File: src/rtl/seq_divider.sv
// Multi-cycle radix-2 restoring divider with valid/ready handshakes and div-zero/overflow flags.
// Signed operation is compiled in only when SEQ_DIVIDER_SIGNED_EN is defined; otherwise all ops are unsigned.
module seq_divider #(
    parameter int WIDTH = 8
) (
    input  logic             clk,
    input  logic             rst,
    input  logic             in_valid,
    output logic             in_ready,
    input  logic [WIDTH-1:0] a,
    input  logic [WIDTH-1:0] b,
    input  logic             sign,
    output logic             out_valid,
    input  logic             out_ready,
    output logic [WIDTH-1:0] quotient,
    output logic [WIDTH-1:0] reminder,
    output logic             div_zero,
    output logic             overflow
);
    // state | meaning
    // IDLE  | ready; operands captured on in_valid
    // BUSY  | one restoring step per cycle, WIDTH steps
    // FIX   | sign correction, outputs latched
    // DONE  | result held until out_ready
    localparam logic [1:0] S_IDLE = 2'd0;
    localparam logic [1:0] S_BUSY = 2'd1;
    localparam logic [1:0] S_FIX  = 2'd2;
    localparam logic [1:0] S_DONE = 2'd3;

    localparam int CW = $clog2(WIDTH);
    localparam logic [CW-1:0] CNT_LAST = CW'(WIDTH - 1);

    logic [1:0]       state_q, state_d;
    logic [CW-1:0]    cnt_q, cnt_d;
    logic [WIDTH:0]   rem_q, rem_d;
    logic [WIDTH-1:0] dvd_q, dvd_d;
    logic [WIDTH-1:0] dvs_q, dvs_d;
    logic             dz_q, dz_d;
    logic [WIDTH-1:0] quo_q, quo_d;
    logic [WIDTH-1:0] rmd_q, rmd_d;
    logic             dz_out_q, dz_out_d;
    logic             out_valid_q, out_valid_d;

    logic [WIDTH-1:0] a_mag, b_mag, q_fix, r_fix;
    logic [WIDTH:0]   rem_sh;
    logic             take;
    logic             unused_bits;

`ifdef SEQ_DIVIDER_SIGNED_EN
    localparam logic [WIDTH-1:0] MIN_VAL = {1'b1, {(WIDTH-1){1'b0}}};

    logic a_neg, b_neg, ovf_in;
    logic nega_q, nega_d, negq_q, negq_d, ovf_q, ovf_d, ovf_out_q, ovf_out_d;

    assign a_neg  = sign && a[WIDTH-1];
    assign b_neg  = sign && b[WIDTH-1];
    // -MIN_VAL wraps to itself, which is exactly its unsigned magnitude
    assign a_mag  = a_neg ? -a : a;
    assign b_mag  = b_neg ? -b : b;
    assign ovf_in = sign && (a == MIN_VAL) && (b == '1);

    assign nega_d    = (state_q == S_IDLE && in_valid) ? a_neg : nega_q;
    assign negq_d    = (state_q == S_IDLE && in_valid) ? (a_neg ^ b_neg) : negq_q;
    assign ovf_d     = (state_q == S_IDLE && in_valid) ? ovf_in : ovf_q;
    assign ovf_out_d = (state_q == S_FIX) ? ovf_q : ovf_out_q;

    assign q_fix    = negq_q ? -dvd_q : dvd_q;
    assign r_fix    = nega_q ? -rem_q[WIDTH-1:0] : rem_q[WIDTH-1:0];
    assign overflow = ovf_out_q;
    assign unused_bits = rem_q[WIDTH];

    always_ff @(posedge clk) begin
        if (rst) begin
            nega_q    <= 1'b0;
            negq_q    <= 1'b0;
            ovf_q     <= 1'b0;
            ovf_out_q <= 1'b0;
        end else begin
            nega_q    <= nega_d;
            negq_q    <= negq_d;
            ovf_q     <= ovf_d;
            ovf_out_q <= ovf_out_d;
        end
    end
`else
    assign a_mag    = a;
    assign b_mag    = b;
    assign q_fix    = dvd_q;
    assign r_fix    = rem_q[WIDTH-1:0];
    assign overflow = 1'b0;
    assign unused_bits = ^{sign, rem_q[WIDTH]};
`endif

    always_comb begin
        state_d     = state_q;
        cnt_d       = cnt_q;
        rem_d       = rem_q;
        dvd_d       = dvd_q;
        dvs_d       = dvs_q;
        dz_d        = dz_q;
        quo_d       = quo_q;
        rmd_d       = rmd_q;
        dz_out_d    = dz_out_q;
        out_valid_d = out_valid_q;
        // dvd_q shifts the dividend out at the top and the quotient in at the bottom
        rem_sh      = {rem_q[WIDTH-1:0], dvd_q[WIDTH-1]};
        take        = (rem_sh >= {1'b0, dvs_q});
        case (state_q)
            S_IDLE: begin
                if (in_valid) begin
                    dz_d    = (b == '0);
                    dvd_d   = a_mag;
                    dvs_d   = b_mag;
                    cnt_d   = CNT_LAST;
                    // on divide-by-zero the raw dividend rides in rem_q straight to FIX
                    rem_d   = (b == '0) ? {1'b0, a} : '0;
                    state_d = (b == '0) ? S_FIX : S_BUSY;
                end
            end
            S_BUSY: begin
                rem_d = take ? (rem_sh - {1'b0, dvs_q}) : rem_sh;
                dvd_d = {dvd_q[WIDTH-2:0], take};
                cnt_d = cnt_q - 1'b1;
                if (cnt_q == '0) begin
                    state_d = S_FIX;
                end
            end
            S_FIX: begin
                quo_d       = dz_q ? '1 : q_fix;
                rmd_d       = dz_q ? rem_q[WIDTH-1:0] : r_fix;
                dz_out_d    = dz_q;
                out_valid_d = 1'b1;
                state_d     = S_DONE;
            end
            default: begin
                if (out_ready) begin
                    out_valid_d = 1'b0;
                    state_d     = S_IDLE;
                end
            end
        endcase
    end

    always_ff @(posedge clk) begin
        if (rst) begin
            state_q     <= S_IDLE;
            cnt_q       <= '0;
            rem_q       <= '0;
            dvd_q       <= '0;
            dvs_q       <= '0;
            dz_q        <= 1'b0;
            quo_q       <= '0;
            rmd_q       <= '0;
            dz_out_q    <= 1'b0;
            out_valid_q <= 1'b0;
        end else begin
            state_q     <= state_d;
            cnt_q       <= cnt_d;
            rem_q       <= rem_d;
            dvd_q       <= dvd_d;
            dvs_q       <= dvs_d;
            dz_q        <= dz_d;
            quo_q       <= quo_d;
            rmd_q       <= rmd_d;
            dz_out_q    <= dz_out_d;
            out_valid_q <= out_valid_d;
        end
    end

    assign in_ready  = (state_q == S_IDLE);
    assign out_valid = out_valid_q;
    assign quotient  = quo_q;
    assign reminder  = rmd_q;
    assign div_zero  = dz_out_q;
endmodule

File: config.mk
export PLATFORM = sky130hd
export DESIGN_NAME = seq_divider
export DESIGN_NICKNAME = d
export VERILOG_FILES = /design/src/rtl/seq_divider.sv
export SDC_FILE = /design/constraint.sdc
export NUM_CORES = 1
export LEC_CHECK = 0
export BUFFER_PORTS_ARGS = -buffer_cell sky130_fd_sc_hd__clkbuf_2
export CORE_MARGIN = 2
export CORE_UTILIZATION = 50
export DETAILED_ROUTE_END_ITERATION = 10
export PLACE_DENSITY = 0.74
export SLEW_MARGIN = 20
export SYNTH_ARGS = -nofsm -noshare
export SYNTH_HDL_FRONTEND = slang
export SYNTH_SLANG_ARGS = --single-unit
File: constraint.sdc
create_clock -name clk -period 3 [get_ports clk]
set_input_delay 0.45 -clock clk [delete_from_list [all_inputs] [get_ports clk]]
set_output_delay 0.45 -clock clk [all_outputs]
set_load 0.01 [all_outputs]
**Word-level counts from Yosys, hierarchy flattened**

Cells that the tools add are included.

- Equal/unequal tests: 4
- Magnitude comparators: 1
- Bitwise operators: 1
- $add $sub $neg: 2
- Muxes and demuxes: 16
- Reduce and logical (&&, ||, !) cells: 11

Operators by type and width:

| kind | number |
|---|---|
| 2-to-1 mux 8 bit | 5 |
| case mux 8 bit (2 select lines) | 2 |
| >= comparator 9 x 8 -> 1 bit | 1 |
| zero test 8 bit | 1 |
| 2-to-1 mux 2 bit | 4 |
| subtractor 8 bit | 1 |
| case mux 2 bit (3 select lines) | 1 |
| case mux 3 bit (2 select lines) | 1 |
| AND reduction 2 bit | 3 |
| != test 2 bit, second input constant | 2 |
| nonzero test 2 bit | 2 |
| nonzero test 4 bit | 1 |
| zero test 3 bit | 1 |
| 2-to-1 mux 3 bit | 1 |
| AND reduction 3 bit | 1 |
| subtractor 3 x 1 -> 3 bit, second input constant | 1 |
| equality test 2 x 1 -> 1 bit, second input constant | 1 |
| equality test 2 bit, second input constant | 1 |
| zero test 2 bit | 1 |
| case mux 1 bit (2 select lines) | 1 |
| OR reduction 2 bit | 1 |
| 2-to-1 mux 1 bit | 1 |
| inverter 1 bit | 1 |

- Input bits: 21
- Word-level logic and storage cells: 45
- Output and inout port bits: 20
- Bits in registers: 48

**Longest topological paths before layout**

Gate-level depths: netlist of run 1.

- Depth after elaboration: 4
- Mapped depth: 9
- Depth with buffers taken out: 8

**Worst setup path before layout of run 1**

OpenSTA, ideal clock, no wires.

- Path kind: register to register
- From: reg rem_q[5]
- To: reg rem_q[3]
- Stages on the path, launching flop included: 8
- Clock period less this slack: 1.846 ns
- Buffers on the path: 1
- Library setup time: 0.131 ns
- Arrival time: 1.716 ns
- Setup slack: 1.154 ns
- Path through: dfxtp_1 -> ha_1 -> a21oi_1 -> o221ai_1 -> a21oi_2 -> buf_2 -> mux2i_1 -> o22ai_1

- Word-level cells in the longest chain between the ends: 3

RTL lines:

| what | RTL line | text |
|---|---|---|
| start, declared | 35 | `logic [WIDTH:0] rem_q, rem_d;` |
| start signal, assigned | 159 | `rem_q <= rem_d;` |
| >= comparator 9 x 8 -> 1 bit | 107 | `take = (rem_sh >= {1'b0, dvs_q});` |
| 2-to-1 mux 8 bit | 121 | `rem_d = take ? (rem_sh - {1'b0, dvs_q}) : rem_sh;` |
| case mux 8 bit (2 select lines) | 108 | `case (state_q)` |

Every way passes these cells.
A chain may end at the register's enable or synchronous reset.

**Worst setup path in the final report of run 1**

- From: reg rem_q[5]
- To: reg rem_q[1]

Same word-level chain as after synthesis.

==> reports/qor.yml, run 1 <==
status: "finished, final reports clean"
drtIter0Drc: 139
fin_crit_sh_pct: 76.1
clk_path_buf_depth: 2
hp-class: "in2reg"
wl_per_cell_um: 13.5
min_from: "b[7]"
setup_viol_count_final: 0
fp.dieH_um: 75.5
fin_crit_ns: 2.28
maxCapViolations: 0
ff2ff_setup_slack_ns: 0.72
rows: 26
grt_pass1_vias: 2098
critical_path_class: "reg2reg"
multi_input_area_um2: 1440
num_vias: 2293
track_usage_pct: 21.8
seq_power_share_pct: 34.3
cts_resized: 0
crit_fanout: 14
drive_gt1_share_pct: 15.5
power_frac_clock_pct: 22.5
die_area_um2: 5700
io_pins: 41
pwr-share-comb_pct: 43.3
insertedDiodeCount: 0
slew_headroom_pct: 31.4
hpwlAfterDp_mm: 4.09
ys.flop_type: "dfxtp_1"
cts_setup_buffers: 0
antenna_found_initial: 0
cts_buffers: 5
hold_buffers: 0
async_reset_ff_share_pct: 0
cts_num_sinks: 48
die_w_um: 75.5
firstDrtPassIters: 4
ys_seq_elements: 48
synth-edff-count: 0
rsz0062_at_grt: "false"
synth_fp_nets: 353
power_density_nw_per_um2: 858
skew_ns: 0.00401
clock_latency_ns: 0.30
synth-warning-count: 0
area_growth_pct: 14.4
ir_drop_v: 0.000409
p_switching_uw: 983
drc: 0
finalHoldViolations: 0
internal-power_mw: 1.52
n_fill_cell: 491
sw_frac_of_total_pct: 39.2
arrival_ns: 2.48
r2r_end: "rem_q[1]"
crit_path_end_kind: "flop"
wirelength_mm: 5.65
p_leak_nw: 1.18
syn_area_um2: 2550
tritoncts: "yes"
grt-ovfl-total: 0
timing.rr.start: "rem_q[5]"
port_buffers: 38
core-area_um2: 5010
yosysSeqAreaShare_pct: 37.6
total_power_mw: 2.51
worstPathRequired_ns: 3.20
worstSetupStartpointType: "flop"
syn_avg_cell_area_um2: 8.06
grt_max_degree: 37
netlist_instances: 317
worst_pin_slew_ns: 1.03
clockRootBuffer: "clkbuf_8"
clk_pin_slew_ns: 0.09
drt-vias-per-instance: 5.49
hold_depth: 3
clock.fmax_mhz: 438
gp_congestion: 0.826
regArea_um2: 961
start_util_pct: 51.0
ys_types: 43
grt_pass1_wl_mm: 9.52
whs_endpoint: "dvs_q[7]"
setup_tns_ns: 0
ant_nets: 0
htreeDepth: 2
drv_slew: 0
layout.nets: 383
rr_worst_depth: 6
metal layers:
layer | vias to the layer above | part of all wire, % | GRT usage [%]
li1 | 1175 | - | -
met1 | 1055 | 46 | 27.5
met2 | 56 | 49 | 38.1
met3 | 7 | 3.8 | 3.57
met4 | 0 | 1.1 | 6.43
met5 | - | 0 | 0
flip-flops by register name, indices dropped and copies added, names as in the netlist:
name / count
div_zero: 1
cnt_q: 3
dvs_q: 8
out_valid: 1
quotient: 8
reminder: 8
rem_q: 8
state_q: 2
dz_q: 1
dvd_q: 8
cell families (layout without fill, tap and decap cells):
kind of cell    after synthesis  after routing  synth area share (%)
compound gates               86             86                  21.8
xor+xnor                      4              4                  1.37
fa+ha+maj                    15             15                  7.64
buf+inv                      38             69                  6.12
flops                        48             48                  37.6
mux                          14             14                  5.53
other cells                   1              1                 0.147
simple gates                111            111                  19.7
synthesized netlist by cell type (all sizes together), types with 2 or more instances:
cell / n / area share (%)
and3: 3 / 0.73
xor2: 3 / 1.0
nand2b: 3 / 0.73
o22ai: 3 / 0.73
ha: 14 / 6.9
dfxtp: 48 / 38
a21oi: 29 / 5.8
o2111ai: 3 / 1.0
nand2: 29 / 4.3
mux2i: 13 / 5.1
or3: 2 / 0.49
inv: 17 / 2.5
o311ai: 2 / 0.69
a221oi: 3 / 1.0
a211o: 2 / 0.69
a21o: 4 / 1.2
buf: 8 / 1.7
clkbuf: 13 / 1.9
o211ai: 2 / 0.59
nand3: 6 / 1.2
nor2: 46 / 6.8
or4: 3 / 0.88
nor2b: 10 / 2.4
and2: 2 / 0.49
a211oi: 19 / 5.6
o21ai: 14 / 2.7
nor3: 3 / 0.59
power by group through the flow:
stage               combinational, mW  clock, mW  sequential (mW)
floorplan                       0.832          0            0.869
global placement                 1.05          0            0.870
detailed placement               1.08          0            0.873
CTS                              1.09      0.573            0.859
global route                     1.23      0.600            0.881
finish                           1.08      0.563            0.860
worst max-delay path, cell delays in order, from the launching register on:
cell,delay (ns)
dfxtp_1,0.47
ha_1,0.36
a21oi_1,0.28
o221ai_1,0.17
a21oi_2,0.53
nor4_1,0.11
a211o_1,0.25
layout by cell type, fill, tap and decap left out, drive strengths merged, types with 2 or more instances in the layout:
| master | Yosys | routed |
|---|---|---|
| a21oi | 29 | 29 |
| mux2i | 13 | 13 |
| bufinv | 0 | 2 |
| nor3 | 3 | 3 |
| nand3 | 6 | 6 |
| clkbuf | 13 | 43 |
| xor2 | 3 | 3 |
| or3 | 2 | 2 |
| ha | 14 | 14 |
| a211oi | 19 | 19 |
| o2111ai | 3 | 3 |
| a221oi | 3 | 3 |
| and2 | 2 | 2 |
| or4 | 3 | 3 |
| and3 | 3 | 3 |
| nand2b | 3 | 3 |
| inv | 17 | 18 |
| o311ai | 2 | 2 |
| o22ai | 3 | 3 |
| buf | 8 | 6 |
| dfxtp | 48 | 48 |
| o211ai | 2 | 2 |
| o21ai | 14 | 14 |
| a21o | 4 | 4 |
| a211o | 2 | 2 |
| nor2b | 10 | 10 |
| nor2 | 46 | 46 |
| nand2 | 29 | 29 |
stage by stage:
step,utilization (%),setup slack [ns],instances,hold slack [ns],instance area [µm²]
2_1_floorplan,-,1.15,317,0.436,2550
3_3_place_gp,55.6,0.814,410,0.445,2790
3_5_place_dp,55.6,0.767,410,0.454,2790
4_1_cts,58.3,0.745,418,0.364,2920
5_1_grt,58.3,0.528,418,0.367,2920
6_report,58.3,0.718,418,0.369,2920
final cells by class:
class / instances / share of cell area, %
Tap cell: 70 / 3.00
Multi-Input combinational cell: 231 / 49.2
Inverter: 17 / 2.18
Sequential cell: 48 / 32.9
Clock inverter: 3 / 2.35
Timing Repair Buffer: 44 / 8.05
Clock buffer: 5 / 2.35
how the worst max path moves through the flow:
stage / startpoint / slack [ns] / endpoint
global route: state_q[1] / 0.53 / rem_q[0]
floorplan: rem_q[5] / 1.15 / rem_q[3]
global placement: rem_q[5] / 0.81 / rem_q[3]
CTS: state_q[0] / 0.75 / rem_q[0]
finish: rem_q[5] / 0.72 / rem_q[1]
detailed placement: rem_q[5] / 0.77 / rem_q[3]
(Power assumes the default switching activity.)
==> inputs of run 2 (changes only) <==
--- a/config.mk
+++ b/config.mk
@@ -9,7 +9,7 @@
 export CORE_MARGIN = 2
 export CORE_UTILIZATION = 50
 export DETAILED_ROUTE_END_ITERATION = 10
-export PLACE_DENSITY = 0.74
+export PLACE_DENSITY = 0.77
 export SLEW_MARGIN = 20
 export SYNTH_ARGS = -nofsm -noshare
 export SYNTH_HDL_FRONTEND = slang
==> constraint.sdc (replaced) <==
create_clock -name clk -period 2 [get_ports clk]
set_input_delay 0.3 -clock clk [delete_from_list [all_inputs] [get_ports clk]]
set_output_delay 0.3 -clock clk [all_outputs]
set_load 0.01 [all_outputs]
==> run 2 against run 1 <==
Compared with the run above:
- combinational power increased by 78%
- utilization is 3.8 points higher
- critical endpoint is now rem_q[6]
- final cell count rose by 3.6%
==> reports/qor.yml, run 2 (same netlist as run 1, synthesis figures left out) <==
timing.hold.ws_ns: 0.210  # was 0.369 ns
die_w_um: 75.5  # unchanged
power_frac_clock_pct: 21.0  # was 22.5%
arrival_ns: 2.13  # was 2.48 ns
mostFrequentLayoutCell: "dfxtp_1"  # unchanged
port_buffers: 38  # unchanged
r2r_end: "rem_q[6]"  # was rem_q[1]
p_switching_mw: 1.56  # was 983 µW
firstDrtPassIters: 4  # unchanged
timing.rr.start: "dvd_q[7]"  # was rem_q[5]
fin_crit_ns: 1.92  # was 2.28 ns
grt_pass1_vias: 2155  # was 2098
critPathMaxStageDelay_ns: 0.35  # was 0.53 ns
clockRootBuffer: "clkbuf_8"  # unchanged
track_usage_pct: 21.2  # was 21.8%
htreeDepth: 2  # unchanged
crit_chain: "inv_1 > ha_1 > fa_2 > nand2b_1 > a21oi_2 > mux2i_1 > a211o_1 > nand3_1"  # was ha_1 > a21oi_1 > o221ai_1 > a21oi_2 > nor4_1 > a211o_1
grt_max_degree: 29  # was 37
status: "finished, final reports clean"  # unchanged
ant_nets: 0  # unchanged
fp.dieH_um: 75.5  # unchanged
cp.depth: 8  # was 6
wl_per_cell_um: 13.4  # was 13.5 µm
rr_worst_depth: 8  # was 6
finalHoldViolations: 0  # unchanged
rows: 26  # unchanged
drive_gt1_share_pct: 22.0  # was 15.5%
cts_num_sinks: 48  # unchanged
setup_viol_count_final: 0  # unchanged
cts_buffers: 5  # unchanged
io_pins: 41  # unchanged
pwr-share-comb_pct: 47.4  # was 43.3%
skew_ns: 0.00821  # was 0.00401 ns
clk_pin_slew_ns: 0.10  # was 0.09 ns
start_util_pct: 51.0  # unchanged
cpLargestDelayFamily: "adder cells"  # was compound AO/OA/AOI/OAI gates
ff2ff_setup_slack_ns: 0.08  # was 0.72 ns
clock_latency_ns: 0.31  # was 0.30 ns
die_area_um2: 5700  # unchanged
clock.fmax_mhz: 520  # was 438 MHz
grt-ovfl-total: 0  # unchanged
seq_power_share_pct: 31.5  # was 34.3%
worstPathRequired_ns: 2.21  # was 3.20 ns
sw_frac_of_total_pct: 38.6  # was 39.2%
layout.nets: 398  # was 383
hpwlAfterDp_mm: 4.31  # was 4.09 mm
maxCapViolations: 0  # unchanged
hp-class: "in2reg"  # unchanged
p_leak_nw: 1.28  # was 1.18 nW
worst_slack_ns: 0.0761  # was 0.718 ns
fin_crit_sh_pct: 96.2  # was 76.1%
insertedDiodeCount: 0  # unchanged
clk_path_buf_depth: 2  # unchanged
hold_depth: 3  # unchanged
whs_endpoint: "dvs_q[7]"  # unchanged
drv_slew: 0  # unchanged
crit_path_end_kind: "flop"  # unchanged
internal-power_mw: 2.49  # was 1.52 mW
wirelength_mm: 5.79  # was 5.65 mm
place_ws_ns: -0.0405  # was 0.767 ns
ir_drop_v: 0.000533  # was 0.000409 V
num_vias: 2392  # was 2293
gp_congestion: 0.831  # was 0.826
power_density_nw_per_um2: 1300  # was 858 nW/µm²
drtIter0Drc: 132  # was 139
drc: 0  # unchanged
layout_common_cells: "dfxtp_1, nor2_1, clkbuf_2"  # unchanged
tritoncts: "yes"  # unchanged
core-area_um2: 5010  # unchanged
cp_num_buf_inv: 1  # was 0
worstSetupStartpointType: "flop"  # unchanged
cp_slowest_cell: "dfxtp_1"  # was a21oi_2
setup_tns_ns: 0  # unchanged
grt_pass1_wl_mm: 9.32  # was 9.52 mm
critical_path_class: "reg2reg"  # unchanged
antenna_found_initial: 0  # unchanged
area_growth_pct: 21.8  # was 14.4%
crit_fanout: 3  # was 14
drt-vias-per-instance: 5.52  # was 5.49
min_from: "b[7]"  # unchanged
-- run 2: layout make-up --
cell class | instances | area, µm²
Clock buffer | 5 | 68.8
Clock inverter | 3 | 68.8
Fill cell | 456 | 1900
Inverter | 17 | 63.8
Multi-Input combinational cell | 231 | 1500
Sequential cell | 48 | 961
Tap cell | 70 | 87.6
Timing Repair Buffer | 59 | 360
-- run 2: per-layer routing --
layer / global-route usage (%) / vias up / part of all wire (%) / wire, µm
met4: 10.5 / 0 / 2.5 / 146
li1: - / 1204 / - / -
met1: 25.3 / 1109 / 43 / 2500
met5: 0 / - / 0 / 0
met3: 3.84 / 13 / 5.6 / 324
met2: 36.4 / 66 / 49 / 2830
-- run 2: power by group through the flow --
stage / Combinational [mW] / Sequential (mW) / Clock [mW]
floorplan: 1.25 / 1.30 / 0
global placement: 1.77 / 1.29 / 0
detailed placement: 1.81 / 1.30 / 0
CTS: 1.83 / 1.28 / 0.862
global route: 2.14 / 1.30 / 0.905
finish: 1.92 / 1.28 / 0.852
-- run 2: timing repair --
action	CTS	global route
pin swaps	0	1
hold endpoints to repair	0	0
hold buffers	0	0
setup buffers	0	0
gates resized for setup	1	13
endpoints found under the setup margin	1	7
-- run 2: how the worst max path moves through the flow --
stage / from / to / slack (ns)
after floorplan: rem_q[5] / rem_q[3] / 0.15
after global placement: dvd_q[7] / rem_q[6] / 0.07
after detailed placement: dvs_q[2] / rem_q[0] / -0.04
after CTS: dvd_q[7] / rem_q[6] / 0.02
after global routing: dvd_q[7] / rem_q[6] / -0.02
final: dvd_q[7] / rem_q[6] / 0.08
-- run 2: through the flow --
stage,total power [mW],instances,area (µm²),utilization (%)
final,4.05,433,3110,62.1
after global placement,3.06,425,2910,58.1
after detailed placement,3.11,425,2910,58.1
after CTS,3.97,433,3050,60.8
after global routing,4.35,433,3110,62.1
after floorplan,2.55,317,2550,-
-- run 2: worst min-delay path, delay by kind of cell --
kind / cells / cell delay (ns)
AND/OR/NAND/NOR: 1 / 0.05
AO/OA/AOI/OAI: 1 / 0.05
buffers and inverters: 1 / 0.09
